### config.mk
export PLATFORM = sky130hd
export DESIGN_NAME = ex_mem_flag_reg
export DESIGN_NICKNAME = d
export VERILOG_FILES = /design/src/rtl/ex_mem_flag_reg.sv
export SDC_FILE = /design/constraint.sdc
export NUM_CORES = 1
export LEC_CHECK = 0
export CORE_MARGIN = 3
export CORE_UTILIZATION = 33
export CTS_CLUSTER_SIZE = 14
export DETAILED_ROUTE_END_ITERATION = 8
export PLACE_DENSITY = 0.77
export SYNTH_ARGS = -nofsm -noshare
export SYNTH_HDL_FRONTEND = slang
export SYNTH_SLANG_ARGS = --single-unit
### constraint.sdc
create_clock -name clk -period 1.7 [get_ports clk]
set_input_delay 0.255 -clock clk [delete_from_list [all_inputs] [get_ports clk]]
set_output_delay 0.255 -clock clk [all_outputs]
set_load 0.03 [all_outputs]
### src/rtl/ex_mem_flag_reg.sv
// EX/MEM pipeline register with NZCV flag capture and a combinational zero detect for CBZ.
// Optional FLAG_BYPASS_EN: flags_nzvc forwards newly computed flags during the accept cycle.
module ex_mem_flag_reg #(
  parameter int DATA_W = 64,
  parameter int REG_W  = 5
) (
  input  logic              clk,
  input  logic              reset_n,
  input  logic              in_valid,
  output logic              in_ready,
  input  logic [DATA_W-1:0] alu_result,
  input  logic              alu_cout,
  input  logic              alu_cmsb,
  input  logic [2:0]        alu_cntrl,
  input  logic              set_flags,
  input  logic [REG_W-1:0]  rd,
  input  logic              reg_write,
  input  logic              mem_read,
  input  logic              mem_write,
  input  logic [DATA_W-1:0] store_data,
  input  logic              flush,
  input  logic              out_ready,
  output logic              out_valid,
  output logic [DATA_W-1:0] out_result,
  output logic [REG_W-1:0]  out_rd,
  output logic              out_reg_write,
  output logic              out_mem_read,
  output logic              out_mem_write,
  output logic [DATA_W-1:0] out_store_data,
  output logic [3:0]        flags_nzvc,
  output logic              zero_now
);

  // Handshake: a transfer happens on a rising edge when valid && ready on that side.
  // Upstream may load whenever the slot is empty or draining this cycle, unless flushed.

  logic              out_valid_q, out_valid_d;
  logic [DATA_W-1:0] out_result_q, out_result_d;
  logic [REG_W-1:0]  out_rd_q, out_rd_d;
  logic              out_reg_write_q, out_reg_write_d;
  logic              out_mem_read_q, out_mem_read_d;
  logic              out_mem_write_q, out_mem_write_d;
  logic [DATA_W-1:0] out_store_data_q, out_store_data_d;
  logic [3:0]        flags_q, flags_d;

  logic       accept;
  logic       op_arith;
  logic       op_logic;
  logic       flag_upd;
  logic [3:0] new_flags;

  always_comb begin
    in_ready = (!out_valid_q || out_ready) && !flush;
    accept   = in_valid && in_ready;
    zero_now = (alu_result == '0);

    op_arith = (alu_cntrl == 3'b010) || (alu_cntrl == 3'b011);
    op_logic = (alu_cntrl == 3'b000) || (alu_cntrl == 3'b100) ||
               (alu_cntrl == 3'b101) || (alu_cntrl == 3'b110);
    // Reserved encodings never touch the flags, even when set_flags is asserted.
    flag_upd = accept && set_flags && (op_arith || op_logic);

    new_flags = {alu_result[DATA_W-1], zero_now, 1'b0, 1'b0};
    if (op_arith) begin
      new_flags[1] = alu_cout;
      new_flags[0] = alu_cout ^ alu_cmsb;
    end

    out_valid_d      = out_valid_q && !out_ready;
    out_result_d     = out_result_q;
    out_rd_d         = out_rd_q;
    out_reg_write_d  = out_reg_write_q;
    out_mem_read_d   = out_mem_read_q;
    out_mem_write_d  = out_mem_write_q;
    out_store_data_d = out_store_data_q;
    flags_d          = flags_q;

    if (accept) begin
      out_valid_d      = 1'b1;
      out_result_d     = alu_result;
      out_rd_d         = rd;
      out_reg_write_d  = reg_write;
      out_mem_read_d   = mem_read;
      out_mem_write_d  = mem_write;
      out_store_data_d = store_data;
    end
    if (flush) begin
      out_valid_d = 1'b0;
    end
    if (flag_upd) begin
      flags_d = new_flags;
    end
  end

  always_ff @(posedge clk or negedge reset_n) begin
    if (!reset_n) begin
      out_valid_q      <= 1'b0;
      out_result_q     <= '0;
      out_rd_q         <= '0;
      out_reg_write_q  <= 1'b0;
      out_mem_read_q   <= 1'b0;
      out_mem_write_q  <= 1'b0;
      out_store_data_q <= '0;
      flags_q          <= 4'b0000;
    end else begin
      out_valid_q      <= out_valid_d;
      out_result_q     <= out_result_d;
      out_rd_q         <= out_rd_d;
      out_reg_write_q  <= out_reg_write_d;
      out_mem_read_q   <= out_mem_read_d;
      out_mem_write_q  <= out_mem_write_d;
      out_store_data_q <= out_store_data_d;
      flags_q          <= flags_d;
    end
  end

  assign out_valid      = out_valid_q;
  assign out_result     = out_result_q;
  assign out_rd         = out_rd_q;
  assign out_reg_write  = out_reg_write_q;
  assign out_mem_read   = out_mem_read_q;
  assign out_mem_write  = out_mem_write_q;
  assign out_store_data = out_store_data_q;

`ifdef FLAG_BYPASS_EN
  assign flags_nzvc = flag_upd ? new_flags : flags_q;
`else
  assign flags_nzvc = flags_q;
`endif

endmodule

Yosys cells after proc, flatten, opt, wreduce, memory -nomap -nowiden
Cells that the tools add are included.

word-level totals
  register bits = 141
  input port bits = 147
  word-level logic and storage cells = 33

cells by class
  equality and inequality tests = 5
  multiplexer cells = 3
  bitwise operators = 1
  reductions and logical operators = 16

operators with widths
  kind                  number
  $logic_not A64 Y1     1
  $eq A3 B3 Y1 const B  3
  $eq A3 B2 Y1 const B  2
  $logic_or A1 B1 Y1    6
  $logic_and A1 B1 Y1   5
  $logic_not A1 Y1      3
  $logic_not A3 Y1      1
  $mux W1               2
  $mux W2               1
  $xor A1 B1 Y1         1

Longest topological paths before layout
Gate-level depths: netlist (run 1).

  depth in word-level cells = 6
  depth in mapped cells = 5

Least setup slack after synthesis (run 1)
OpenSTA, ideal clock, no wires.

  path kind = input-to-reg
  start point = input alu_result[0]
  end point = register flags_q[2] (netlist: flags_nzvc[2])
  library setup time = 71 ps
  arrival = 1990 ps
  required time = 1629 ps
  path slack = -361 ps
  stages on the path = 4
  buffers on the path = 0
  cell sequence = nor4_1 > nand4_1 > nor4_1 > mux2_2

between the ends
  longest elaborated chain between the ends = 1

ends and longest elaborated chain
  item                  line  source
  from (decl)           11    input logic [DATA_W-1:0] alu_result,
  $logic_not A64 Y1     55    zero_now = (alu_result == '0);
  via zero_now          31    output logic zero_now
  to (signal assigned)  113   flags_q <= flags_d;
  to (decl)             44    logic [3:0] flags_q, flags_d;

The timed path passes the listed nets, and every way through them passes these cells.
A chain may end at the register's enable or synchronous reset.

Worst setup path in the final report (run 1)
  start point = register out_valid_q (netlist: out_valid)
  end point = register flags_q[2] (netlist: flags_nzvc[2])

between the ends
  longest elaborated chain between the ends = 6

ends and longest elaborated chain
  item                               line  source
  from (decl)                        37    logic out_valid_q, out_valid_d;
  from (signal assigned)             106   out_valid_q <= out_valid_d;
  $logic_not A1 Y1                   53    in_ready = (!out_valid_q || out_ready) && !flush;
  $logic_or A1 B1 Y1                 53
  $logic_and A1 B1 Y1                53
  $logic_and A1 B1 Y1                54    accept = in_valid && in_ready;
  $logic_and A1 B1 Y1 (2 in series)  61    flag_upd = accept && set_flags && (op_arith || op_logic);

No other way between the ends.

==> flow_metrics.tcl, run 1 <==
set metrics [dict create \
    cp.arrival_ns 2.07 \
    placed_area_sq_um 8700 \
    slew_violations 0 \
    gp_congestion 0.788 \
    p_int_uw 7880 \
    clkTransAtPathRegs_ns 0.06 \
    holdWs_ns 0.0878 \
    fillers 1300 \
    hold_viol_final 0 \
    dr_wl_met2_um 8470 \
    switching_share 0.308 \
    r2r-start "out_valid" \
    cts_tree "yes" \
    ff2ff_path_depth 5 \
    syn_area_sq_um 5410 \
    finalInstanceArea_sq_um 9350 \
    seq_area_frac_synth 0.653 \
    grt_max_degree 101 \
    area_growth_pct 73.0 \
    cts_buffers 17 \
    wl_met3_um 1340 \
    drive_gt1_frac 0.389 \
    antenna_found_initial 0 \
    cts_max_path_buffers 2 \
    cp_slowest_cell "or3b_4" \
    wire_per_inst_um 18.7 \
    grt_pass1_vias 4696 \
    num_vias 4093 \
    r2r-end "flags_nzvc[2]" \
    die-height_um 134 \
    cp_max_fo 3 \
    highest_layer "met4" \
    finalSetupViolCount 73 \
    required_ns 1.99 \
    drc 0 \
    vias_per_cell 4.66 \
    reg2reg_setup_slack_ns -0.08 \
    powerDensity_nw_per_um2 1220 \
    synth.distinct_cells 14 \
    postLayoutCoreUtil 0.587 \
    antennaDiodeCount 0 \
    fin_crit_sh 1.05 \
    final.setup.tns_ns -1.03 \
    gr-total-overflow 0 \
    cpPeakStageDelay_ns 0.42 \
    grtUsageTotal 0.185 \
    max_freq_mhz 563 \
    dp_slack_ns -0.535 \
    worst_slew_pin_slew_ns 0.530 \
    cap_violations 0 \
    hp-start "alu_result[5]" \
    critPathKind "reg -> reg" \
    yosysTopAreaCell "dfrtp_1" \
    io_buffers 289 \
    drt-pass1-iter-count 4 \
    crit_end "flags_nzvc[2]" \
    crit_path_end_kind "register" \
    startpoint_type "register" \
    power.leakage_uw 0.00433 \
    hpwl_um 12400 \
    yosysWarnings 0 \
    core_area_sq_um 15900 \
    nets 799 \
    synthCells 328 \
    switching_power_uw 3510 \
    pin_count 290 \
    hold_path_class "in -> reg" \
    outcome "finished, violations left" \
    m1WireLength_um 6180 \
    setup_slack_ns -0.0768 \
    grt_pass1_wl_um 25800 \
    die_w_um 134 \
    clock_skew_ns 0.00488 \
    syn-num-nets 475 \
    synth-seq-cells 141 \
    crit_chain "nor2b_4, or3b_4, a211oi_4, buf_4, mux2_4" \
    crit_start "out_valid" \
    pwr-share-comb 0.283 \
    vdd.ir_drop.worst_v 0.000642 \
    synth_top_cell_area_share 0.653 \
    ys_top_cells_by_area "dfrtp_1, mux2_2, nor4_1" \
    postSynthAreaPerCell_sq_um 16.5 \
    wl_um 16500 \
    violations "negative setup slack" \
    p_seq_frac 0.368 \
    design.die.area_sq_um 18000 \
    rows 46 \
    drt_iter0_drc 107 \
    htreeDepth 4 \
    clkSinkCount 141 \
    relSlewSlack 0.646 \
    clockRootBuffer "clkbuf_16" \
    pwr-share-clk 0.349 \
    antenna_left 0 \
    fin_crit_ns 1.78 \
    insertion_delay_ns 0.41 \
    rsz0062_at_grt "yes" \
    start_util 0.339 \
]
==> kinds of logic after synthesis <==
kind of cell / count (synthesis) / share of synthesized area
xor+xnor: 2 / 0.00324
buf+inv: 16 / 0.0150
simple gates: 28 / 0.0336
mux: 140 / 0.292
flops: 141 / 0.653
compound gates: 1 / 0.00370
==> final cells by class <==
type                            instances  area, sq um  share of cell area
Timing Repair Buffer                  320         2920               0.312
Multi-Input combinational cell        171         1990               0.213
Sequential cell                       141         3530               0.377
Clock buffer                           18          439              0.0470
Inverter                                1         3.75            0.000401
Clock inverter                         12          195              0.0209
Tap cell                              216          270              0.0289
==> what timing repair did <==
action	4_1_cts	5_1_grt
gates cloned	0	0
endpoints found under the hold margin	37	0
setup buffers	7	3
setup endpoints to repair	239	156
hold buffers	1	0
pin swaps	21	10
gates resized for setup	294	53
==> sequential cells by signal, summed over array words and instances (netlist names) <==
signal,cells
flags_nzvc,4
out_mem_read,1
out_mem_write,1
out_rd,5
out_reg_write,1
out_result,64
out_store_data,64
out_valid,1
==> critical path: cells and delay by family, from the launching register on <==
kind,cells,cell delay [ns]
compound gates,1,0.23
buf+inv,1,0.19
flops,1,0.40
mux,1,0.29
simple gates,2,0.55
==> worst min-delay path by stage <==
stage	to	slack, ns	depth (start not counted)
5_1_grt	out_result[5]	0.08	2
2_1_floorplan	flags_nzvc[0]	-0.04	0
3_5_place_dp	out_store_data[27]	0.19	1
3_3_place_gp	out_store_data[31]	0.18	1
6_report	out_result[5]	0.09	2
4_1_cts	out_result[59]	0.07	2
==> synth_stat cells <==
library cell	count
nor4_1	17
mux2_2	140
a211oi_4	1
buf_2	14
or3b_1	1
nor2_1	3
dfrtp_1	141
nand4_1	4
inv_1	1
xnor2_1	2
and3b_1	1
nor2b_4	1
nor3b_1	1
buf_4	1
==> cell usage in the layout (no fill, tap or decap), types with 2 or more instances in the layout <==
cell type,Yosys,final
nor4_4,0,8
buf_2,14,16
dlymetal6s2s_1,0,15
dfrtp_1,141,140
dlygate4sd2_1,0,140
xnor2_1,2,2
clkbuf_16,0,17
clkinv_2,0,4
buf_6,0,6
mux2_2,140,137
nor4_2,0,9
clkdlybuf4s15_2,0,4
buf_4,1,27
mux2_4,0,3
buf_12,0,3
clkdlybuf4s50_1,0,81
nor2_1,3,2
clkdlybuf4s15_1,0,17
clkinv_4,0,2
nand4_1,4,4
clkbuf_2,0,9
bufinv_16,0,5
==> layer usage <==
metal,vias up,GRT usage
li1,1845,-
met1,2012,0.200
met3,36,0.0694
met4,0,0.0777
met2,200,0.325
met5,-,0
==> power by group through the flow <==
stage / logic (uW) / registers [uW] / clock network [uW]
detailed placement: 3620 / 4280 / 0
CTS: 3250 / 4200 / 4090
global placement: 3550 / 4230 / 0
floorplan: 632 / 5400 / 0
global route: 3380 / 4270 / 4260
finish: 3220 / 4200 / 3980
==> through the flow <==
step / cells / power [uW]
after floorplan: 328 / 6030
after global placement: 840 / 7790
after detailed placement: 840 / 7900
after CTS: 877 / 11500
after global routing: 879 / 11900
final: 879 / 11400
(Power assumes the default switching activity.)
==> run 2: changes to the inputs <==
--- a/config.mk
+++ b/config.mk
@@ -5,6 +5,7 @@
 export SDC_FILE = /design/constraint.sdc
 export NUM_CORES = 1
 export LEC_CHECK = 0
+export CAP_MARGIN = 25
 export CORE_MARGIN = 3
 export CORE_UTILIZATION = 33
 export CTS_CLUSTER_SIZE = 14
==> results of run 2 <==
The final DEF is identical to that of run 1; final timing and power are the same.
